--- src/rtl/apb_pkg.sv ---
// Shared definitions for the APB register-file completer: FSM state codes,
// the default ID word and a helper for the byte-offset width.
package apb_pkg;

    localparam logic [1:0] ST_IDLE = 2'b00;
    localparam logic [1:0] ST_WAIT = 2'b01;
    localparam logic [1:0] ST_RESP = 2'b10;

    localparam logic [31:0] ID_VALUE_DEF = 32'hA9B0_0001;

    // Number of PADDR bits that select a byte within one data word.
    function automatic int bpw_lg2(input int dwidth);
        return $clog2(dwidth / 8);
    endfunction

endpackage

--- src/rtl/apb_reg_bank.sv ---
// NREGS x DWIDTH register storage. Word 0 is a hardwired ID constant; the
// remaining words take byte-strobed writes. Reads are a plain mux.
module apb_reg_bank
    import apb_pkg::*;
#(
    parameter int              DWIDTH   = 32,
    parameter int              NREGS    = 8,
    parameter int              IW       = 3,
    parameter logic [DWIDTH-1:0] ID_VALUE = DWIDTH'(ID_VALUE_DEF)
) (
    input  logic                clk,
    input  logic                rst_n,
    input  logic                we,
    input  logic [IW-1:0]       widx,
    input  logic [DWIDTH-1:0]   wdata,
    input  logic [DWIDTH/8-1:0] wstrb,
    input  logic [IW-1:0]       ridx,
    output logic [DWIDTH-1:0]   rdata
);

    localparam int BPW   = DWIDTH / 8;
    localparam int DEPTH = 1 << IW;

    // Padded to a power of two so the read mux never indexes past the end;
    // the padding words read as zero (the decoder flags those as errors).
    logic [DWIDTH-1:0] words [DEPTH];

    assign words[0] = ID_VALUE;

    for (genvar w = 1; w < NREGS; w++) begin : g_word
        logic [DWIDTH-1:0] q;

        // Byte-lane update of one writable word.
        always_ff @(posedge clk or negedge rst_n) begin
            if (!rst_n) begin
                q <= '0;
            end else if (we && widx == IW'(w)) begin
                for (int b = 0; b < BPW; b++) begin
                    if (wstrb[b]) q[8*b +: 8] <= wdata[8*b +: 8];
                end
            end
        end

        assign words[w] = q;
    end

    for (genvar w = NREGS; w < DEPTH; w++) begin : g_pad
        assign words[w] = '0;
    end

    assign rdata = words[ridx];

endmodule

--- src/rtl/apb_slave_regfile.sv ---
// APB completer in front of a small register bank. Captures the transfer in
// the setup cycle, stalls the access phase for WAIT_CYCLES cycles, then
// returns a registered one-cycle response. Writes commit on the completing edge.
module apb_slave_regfile
    import apb_pkg::*;
#(
    parameter int                DWIDTH      = 32,
    parameter int                AWIDTH      = 32,
    parameter int                NREGS       = 8,
    parameter int                WAIT_CYCLES = 1,
    parameter logic [DWIDTH-1:0] ID_VALUE    = DWIDTH'(ID_VALUE_DEF)
) (
    input  logic                PCLK,
    input  logic                PRESETn,
    input  logic                PSEL,
    input  logic                PENABLE,
    input  logic                PWRITE,
    input  logic [AWIDTH-1:0]   PADDR,
    input  logic [DWIDTH-1:0]   PWDATA,
    input  logic [DWIDTH/8-1:0] PSTRB,
    output logic                PREADY,
    output logic [DWIDTH-1:0]   PRDATA,
    output logic                PSLVERR
);

    localparam int BPW = DWIDTH / 8;
    localparam int LG  = bpw_lg2(DWIDTH);
    localparam int IW  = (NREGS > 1) ? $clog2(NREGS) : 1;
    localparam logic [AWIDTH:0] LIMIT = (AWIDTH + 1)'(NREGS * BPW);

    typedef struct packed {
        logic              write;
        logic              err;
        logic [IW-1:0]     idx;
        logic [DWIDTH-1:0] wdata;
        logic [BPW-1:0]    strb;
    } req_t;

    logic [1:0]        state;
    logic [3:0]        cnt;
    req_t              req;

    logic              misalign, oor, err_in;
    logic [IW-1:0]     idx_in;
    logic [IW-1:0]     bank_ridx;
    logic [DWIDTH-1:0] bank_rdata;
    logic              cur_write, cur_err;
    logic [DWIDTH-1:0] resp_rdata;
    logic              bank_we;

    // Address decode of the live bus (only meaningful in the setup cycle).
    assign misalign = |(PADDR & AWIDTH'(BPW - 1));
    assign oor      = {1'b0, PADDR} >= LIMIT;
    assign idx_in   = PADDR[LG +: IW];
    assign err_in   = misalign | oor | (PWRITE && idx_in == '0);

    // With no wait states the response is registered straight from the
    // setup cycle, so the read port follows the live bus while idle and the
    // captured request otherwise.
    assign bank_ridx  = (state == ST_IDLE) ? idx_in  : req.idx;
    assign cur_write  = (state == ST_IDLE) ? PWRITE  : req.write;
    assign cur_err    = (state == ST_IDLE) ? err_in  : req.err;
    assign resp_rdata = (cur_write || cur_err) ? '0 : bank_rdata;

    assign bank_we = (state == ST_RESP) && req.write && !req.err;

    apb_reg_bank #(
        .DWIDTH   (DWIDTH),
        .NREGS    (NREGS),
        .IW       (IW),
        .ID_VALUE (ID_VALUE)
    ) u_bank (
        .clk   (PCLK),
        .rst_n (PRESETn),
        .we    (bank_we),
        .widx  (req.idx),
        .wdata (req.wdata),
        .wstrb (req.strb),
        .ridx  (bank_ridx),
        .rdata (bank_rdata)
    );

    // Transfer FSM, wait counter and registered response.
    always_ff @(posedge PCLK or negedge PRESETn) begin
        if (!PRESETn) begin
            state   <= ST_IDLE;
            cnt     <= '0;
            req     <= '0;
            PREADY  <= 1'b0;
            PSLVERR <= 1'b0;
            PRDATA  <= '0;
        end else begin
            case (state)
                ST_IDLE: begin
                    PREADY  <= 1'b0;
                    PSLVERR <= 1'b0;
                    PRDATA  <= '0;
                    if (PSEL && !PENABLE) begin
                        req <= '{write: PWRITE, err: err_in, idx: idx_in,
                                 wdata: PWDATA, strb: PSTRB};
                        if (WAIT_CYCLES == 0) begin
                            state   <= ST_RESP;
                            PREADY  <= 1'b1;
                            PSLVERR <= err_in;
                            PRDATA  <= resp_rdata;
                        end else begin
                            state <= ST_WAIT;
                            cnt   <= 4'(WAIT_CYCLES);
                        end
                    end
                end
                ST_WAIT: begin
                    if (!PSEL) begin
                        // Master abandoned the transfer; the write is dropped.
                        state <= ST_IDLE;
                    end else if (PENABLE) begin
                        cnt <= cnt - 4'd1;
                        if (cnt == 4'd1) begin
                            state   <= ST_RESP;
                            PREADY  <= 1'b1;
                            PSLVERR <= req.err;
                            PRDATA  <= resp_rdata;
                        end
                    end
                end
                ST_RESP: begin
                    state   <= ST_IDLE;
                    PREADY  <= 1'b0;
                    PSLVERR <= 1'b0;
                    PRDATA  <= '0;
                end
                default: begin
                    state   <= ST_IDLE;
                    PREADY  <= 1'b0;
                    PSLVERR <= 1'b0;
                    PRDATA  <= '0;
                end
            endcase
        end
    end

endmodule
--- config.mk ---
export PLATFORM = sky130hd
export DESIGN_NAME = apb_slave_regfile
export DESIGN_NICKNAME = d
export VERILOG_FILES = /design/src/rtl/apb_pkg.sv /design/src/rtl/apb_reg_bank.sv /design/src/rtl/apb_slave_regfile.sv
export SDC_FILE = /design/constraint.sdc
export NUM_CORES = 1
export LEC_CHECK = 0
export ABC_AREA = 1
export CORE_MARGIN = 1
export CORE_UTILIZATION = 47
export DETAILED_ROUTE_END_ITERATION = 10
export GPL_ROUTABILITY_DRIVEN = 0
export HOLD_SLACK_MARGIN = 0.05
export PLACE_DENSITY = 0.66
export SYNTH_ARGS = -nofsm -noshare
export SYNTH_HDL_FRONTEND = slang
export SYNTH_SLANG_ARGS = --single-unit
--- constraint.sdc ---
create_clock -name PCLK -period 3.29 [get_ports PCLK]
set_clock_uncertainty 0.15 [all_clocks]
set_input_delay 0.658 -clock PCLK [delete_from_list [all_inputs] [get_ports PCLK]]
set_output_delay 0.658 -clock PCLK [all_outputs]
set_load 0.02 [all_outputs]
==> flow_metrics.env, run 1 <==
export IMPL_avgSynthCellArea_um2=7.932
export IMPL_clkTransAtPathRegs_ns=0.06
export IMPL_hp_class="register to register"
export IMPL_cp_slowest_cell="nor2_1"
export IMPL_setup_tns_ns=0
export IMPL_clk_path_buf_depth=3
export IMPL_drc=0
export IMPL_path_cells="nor2_1 > nand2_1 > o21ai_4 > buf_4 > nand3_1 > nand2_1 > nand2_1 > nand3_1 > nand2_1"
export IMPL_cts_resized=0
export IMPL_io_buffers=106
export IMPL_synth_nets=1839
export IMPL_yosys_warnings=0
export IMPL_synthCells=1764
export IMPL_min_period_ns=2.590
export IMPL_dr_wl_met2_um=17130
export IMPL_num_nets_final=1928
export IMPL_worst_slew_pin_slew_ns=0.9627
export IMPL_ff_latch_area_um2=7632
export IMPL_cts_made_buffers=34
export IMPL_core_um2=29010
export IMPL_synth_seq_cells=305
export IMPL_rsz0062_at_grt="no"
export IMPL_cts_tree="yes"
export IMPL_r2r_start="state[0]"
export IMPL_worstSetupStartpointType="register"
export IMPL_grt_start_max_net_pins=86
export IMPL_hold_viol=0
export IMPL_reg2reg_to="PRDATA[27]"
export IMPL_num_vias=12010
export IMPL_htreeDepth=2
export IMPL_criticalPathCategory="register to register"
export IMPL_ant_nets=0
export IMPL_netlist_cell_type_count=25
export IMPL_cpMostUsedCell="nand2_1"
export IMPL_post_cts_buffers=0
export IMPL_arrival_ns=2.84
export IMPL_worstSetupEndpointType="register"
export IMPL_wl_um=37490
export IMPL_r2r_slack_ns=0.70
export IMPL_dp_cells=2200
export IMPL_leakagePower_uw=0.007813
export IMPL_met1_length_um=17070
export IMPL_finalNonFillerCells=2259
export IMPL_insertedDiodeCount=0
export IMPL_cp_required_ns=3.54
export IMPL_hpwlAfterDp_um=23070
export IMPL_fin_util=0.5793
export IMPL_status="completed"
export IMPL_track_usage=0.2544
export IMPL_grt_ovfl_total=0
export IMPL_worstSkewPairLatency_ns=0.51
export IMPL_syn2layout_area_growth_pct=20.11
export IMPL_slew_violations=0
export IMPL_met3_length_um=2401
export IMPL_multiInputGateArea_um2=5106
export IMPL_viasPerCell=5.314
export IMPL_drive_above_1_share=0.05867
export IMPL_die_y_um=174.5
export IMPL_clock_sinks=305
export IMPL_ys_seq_area_frac=0.5455
export IMPL_placementRows=62
export IMPL_clockRootBuffer="clkbuf_16"
export IMPL_postCtsHoldBufs=1
export IMPL_initial_core_util=0.4823
export IMPL_startpoint="state[0]"
export IMPL_path_max_fanout=29
export IMPL_synth_area_um2=13990
export IMPL_maxCapViolCount=0
export IMPL_holdWs_ns=0.3229
export IMPL_fillers=2654
export IMPL_irDropWorstVdd_mv=0.3038
export IMPL_power_density_nw_per_um2=558.2
export IMPL_top_layer_used="met4"
export IMPL_die_x_um=174.5
export IMPL_fmax_mhz=386.1
export IMPL_antenna_found_initial=0
export IMPL_slew_headroom=0.3558
export IMPL_cpPeakStageDelay_ns=0.51
export IMPL_grt_pass1_vias=11830
export IMPL_drt_iter0_markers=1002
export IMPL_rr_worst_depth=9
export IMPL_crit_path_end="PRDATA[27]"
export IMPL_dr_pass1_iters=5
export IMPL_dieArea_um2=30460
export IMPL_fin_crit_sh=0.7872
export IMPL_pin_count=107
export IMPL_final_setup_viol_count=0
export IMPL_grt_pass1_wl_um=61500
export IMPL_wl_per_cell_um=16.59
logic make-up after synthesis:
kind of cell,Yosys count,share of synthesized area
buf+inv,331,0.09300
fa+ha+maj,2,0.001788
simple gates,851,0.2595
compound gates,275,0.1002
flops,305,0.5455
sequential cells by signal, indices dropped and copies added, names as in the netlist:
signal           count
PRDATA              32
PREADY               1
PSLVERR              1
cnt                  4
req                 41
state                2
u_bank.g_word.q    224
synthesized netlist by cell type (all sizes together):
| cell type | n | share of area |
|---|---|---|
| a21oi | 4 | 0.0014 |
| buf | 40 | 0.015 |
| clkbuf | 51 | 0.014 |
| dfrtp | 305 | 0.55 |
| ha | 2 | 0.0018 |
| inv | 240 | 0.064 |
| nand2 | 506 | 0.14 |
| nand3 | 292 | 0.10 |
| nand4 | 5 | 0.0022 |
| nor2 | 39 | 0.011 |
| nor3 | 5 | 0.0033 |
| nor4 | 4 | 0.0022 |
| o21a | 8 | 0.0043 |
| o21ai | 261 | 0.093 |
| o31ai | 1 | 0.00054 |
| o32ai | 1 | 0.00063 |
critical path: cells and delay by family (launching register included):
kind	cells	cell delay (ns)
compound gates	1	0.41
flops	1	0.45
simple gates	7	1.07
buf+inv	1	0.38
through the flow:
| stage | cell area [µm²] | worst slack, ns | power, µW |
|---|---|---|---|
| floorplan | 13990 | 1.421 | 4806 |
| global placement | 15580 | 0.5198 | 5333 |
| detailed placement | 15580 | 0.4597 | 5350 |
| CTS | 16810 | 0.7133 | 9443 |
| global route | 16810 | 0.5303 | 9783 |
| finish | 16810 | 0.7002 | 9382 |
area by class of cell:
type,instances,area share
inverters,240,0.05360
clock buffers,50,0.06276
multi-input cells,1128,0.3038
clock inverters,8,0.009827
repair buffers,144,0.08725
flip-flops and latches,305,0.4541
well taps,384,0.02859
cells in the final DEF (no fill, tap or decap), drive strengths merged:
cell type and instances:
o31ai 1, dlygate4sd3 1, nand2 506, o21a 8, dfrtp 305, nand3 292, bufinv 5, buf 38
clkdlybuf4s50 105, clkbuf 50, clkinv 3, o32ai 1, nor3 5, ha 2, a21oi 4, nor2 39
nand4 5, inv 240, nor4 4, o21ai 261
metal layers:
| metal | up-vias | global-route usage |
|---|---|---|
| li1 | 5788 | - |
| met1 | 5739 | 0.3634 |
| met2 | 411 | 0.4057 |
| met3 | 67 | 0.03412 |
| met4 | 0 | 0.07319 |
| met5 | - | 0 |
where the power goes:
part | total, µW | internal [µW] | switching, µW
registers | 4040 | 3900 | 143
logic | 1250 | 401 | 852
clock network | 4090 | 2600 | 1480
total | 9380 | 6900 | 2480
worst min path at each step:
stage / from / slack, ns / to / cells past startpoint
floorplan: PRESETn / 0.21 / PRDATA[0] / 0
global placement: cnt[3] / 0.30 / cnt[3] / 1
detailed placement: cnt[3] / 0.31 / cnt[3] / 1
CTS: cnt[3] / 0.32 / cnt[3] / 1
global route: u_bank.g_word[2].q[31] / 0.35 / u_bank.g_word[2].q[31] / 2
finish: cnt[3] / 0.32 / cnt[3] / 1
No activity file was read; power rests on OpenSTA's default activity.
==> inputs of run 2 (changes only) <==
- clock period: 3.29 -> 2.65 ns (I/O delays scaled with it)
==> run 2 against run 1 <==
Register-to-register slack got worse by 0.31 ns. First-iteration DRC count rose by 16%. Routed wire length grew 1.4%. Die area unchanged. Sequential power increased by 25%. Critical endpoint is now PRDATA[15]. Sequential share of layout area fell by 0.46 points. Critical path depth is 8 lower. Clock power increased by 17%. Core utilization increased by 0.59 points.
==> flow_metrics.env, run 2 (synthesis gave the netlist of run 1 again) <==
export IMPL_num_nets_final=1953
export IMPL_path_cells="clkdlybuf4s50_1"
export IMPL_layout_commonest_cell="nand2_1"
export IMPL_maxCapViolCount=0
export IMPL_wl_per_cell_um=16.63
export IMPL_clockRootBuffer="clkbuf_16"
export IMPL_cp_num_buf_inv=1
export IMPL_cts_resized=0
export IMPL_leakagePower_uw=0.007916
export IMPL_antenna_found_initial=0
export IMPL_hold_viol=0
export IMPL_final_setup_viol_count=0
export IMPL_cpPeakStageDelay_ns=0.64
export IMPL_top_regs="u_bank.g_word.q x224, req x41, PRDATA x32"
export IMPL_slew_headroom=0.6124
export IMPL_grt_start_max_net_pins=67
export IMPL_worstSkewPairLatency_ns=0.51
export IMPL_clock_sinks=305
export IMPL_grt_pass1_vias=11980
export IMPL_power_density_nw_per_um2=672.1
export IMPL_drive_above_1_share=0.07154
export IMPL_io_buffers=106
export IMPL_multiInputGateArea_um2=5106
export IMPL_placed_area_um2=15820
export IMPL_rsz0062_at_grt="no"
export IMPL_syn2layout_area_growth_pct=21.34
export IMPL_initial_core_util=0.4823
export IMPL_drt_iter0_markers=1161
export IMPL_dr_pass1_iters=6
export IMPL_largest_reg_flops=224
export IMPL_cts_tree="yes"
export IMPL_dp_cells=2224
export IMPL_die_x_um=174.5
export IMPL_clkTransAtPathRegs_ns=0.06
export IMPL_hpwlAfterDp_um=23420
export IMPL_fin_crit_sh=0.8538
export IMPL_htreeDepth=2
export IMPL_slew_violations=0
export IMPL_setup_tns_ns=0
export IMPL_core_um2=29010
export IMPL_cp_required_ns=1.97
export IMPL_status="completed"
export IMPL_worst_slew_pin_slew_ns=0.5792
export IMPL_arrival_ns=1.58
export IMPL_path_max_fanout=2
export IMPL_fmax_mhz=442.0
export IMPL_fin_area_um2=16980
export IMPL_clk_path_buf_depth=3
export IMPL_worstSetupEndpointType="output port"
export IMPL_placementRows=62
export IMPL_viasPerCell=5.251
export IMPL_worstSetupStartpointType="register"
export IMPL_hp_class="register to register"
export IMPL_track_usage=0.2601
export IMPL_crit_family="buffers and inverters"
export IMPL_post_cts_buffers=0
export IMPL_min_period_ns=2.263
export IMPL_grt_pass1_wl_um=62570
export IMPL_p_total_uw=11410
export IMPL_criticalPathCategory="register to output port"
export IMPL_top_register="u_bank.g_word.q"
export IMPL_pin_count=107
export IMPL_ant_nets=0
export IMPL_final_cell_mix="nand2_1, dfrtp_1, nand3_1"
export IMPL_wl_um=38010
export IMPL_finalNonFillerCells=2285
export IMPL_insertedDiodeCount=0
export IMPL_postCtsHoldBufs=1
export IMPL_dieArea_um2=30460
export IMPL_drc=0
export IMPL_cp_slowest_cell="clkdlybuf4s50_1"
export IMPL_ff_latch_area_um2=7632
export IMPL_irDropWorstVdd_mv=0.3405
export IMPL_cts_made_buffers=35
export IMPL_fillers=2637
export IMPL_die_y_um=174.5
export IMPL_num_vias=12000
export IMPL_grt_ovfl_total=0
## run 2: worst min-delay path, delay by kind of cell (launching register included)
family	cells	cell delay, ns
AND/OR/NAND/NOR	2	0.10
flip-flops	1	0.34
## run 2: stage by stage
step / hold WS, ns / setup slack, ns / utilization
after floorplan: 0.08441 / 0.7812 / -
after global placement: 0.3077 / 0.2959 / 0.5452
after detailed placement: 0.3160 / 0.2663 / 0.5452
after CTS: 0.3250 / 0.3638 / 0.5852
after global routing: 0.3459 / 0.2165 / 0.5852
final: 0.3267 / 0.3874 / 0.5852
## run 2: final timing paths
check / slack [ns] / startpoint / end / cells after the start
worst min-delay path: 0.33 / PRDATA[19] / PRDATA[19] / 2
worst max register to register: 0.39 / state[0] / PRDATA[31] / 9
worst min register to register: 0.33 / PRDATA[19] / PRDATA[19] / 2
min in group asynchronous: 0.42 / PRESETn / u_bank.g_word[5].q[28] / 2
max in group asynchronous: 1.17 / PRESETn / u_bank.g_word[1].q[0] / 3
worst max-delay path: 0.39 / PRDATA[15] / PRDATA[15] / 1
## run 2: per-layer routing
metal | share of wire | wire length, µm | vias to the layer above | global-route usage
met5 | 0 | 0 | - | 0
met4 | 0.025 | 938 | 0 | 0.08370
met3 | 0.065 | 2488 | 77 | 0.03500
met2 | 0.46 | 17390 | 428 | 0.4170
met1 | 0.45 | 17190 | 5651 | 0.3665
li1 | - | - | 5842 | -
## run 2: area by class of cell
class,instances,area share
Clock buffer,49,0.06132
Clock inverter,11,0.006338
Inverter,240,0.05306
Multi-Input combinational cell,1128,0.3008
Sequential cell,305,0.4496
Tap cell,384,0.02830
Timing Repair Buffer,168,0.1007
## run 2: power by group
group	total (µW)	leakage, µW	internal, µW	switching [µW]
Sequential	5030	0.00418	4840	184
Clock	4790	0.000572	2930	1860
Combinational	1600	0.00316	535	1060
Total	11400	0.00792	8300	3110
==> inputs of run 3 (changes only) <==
- HOLD_SLACK_MARGIN: 0.05 -> 0.06
==> results of run 3 <==
The final DEF is identical to that of run 2; final timing and power are the same.
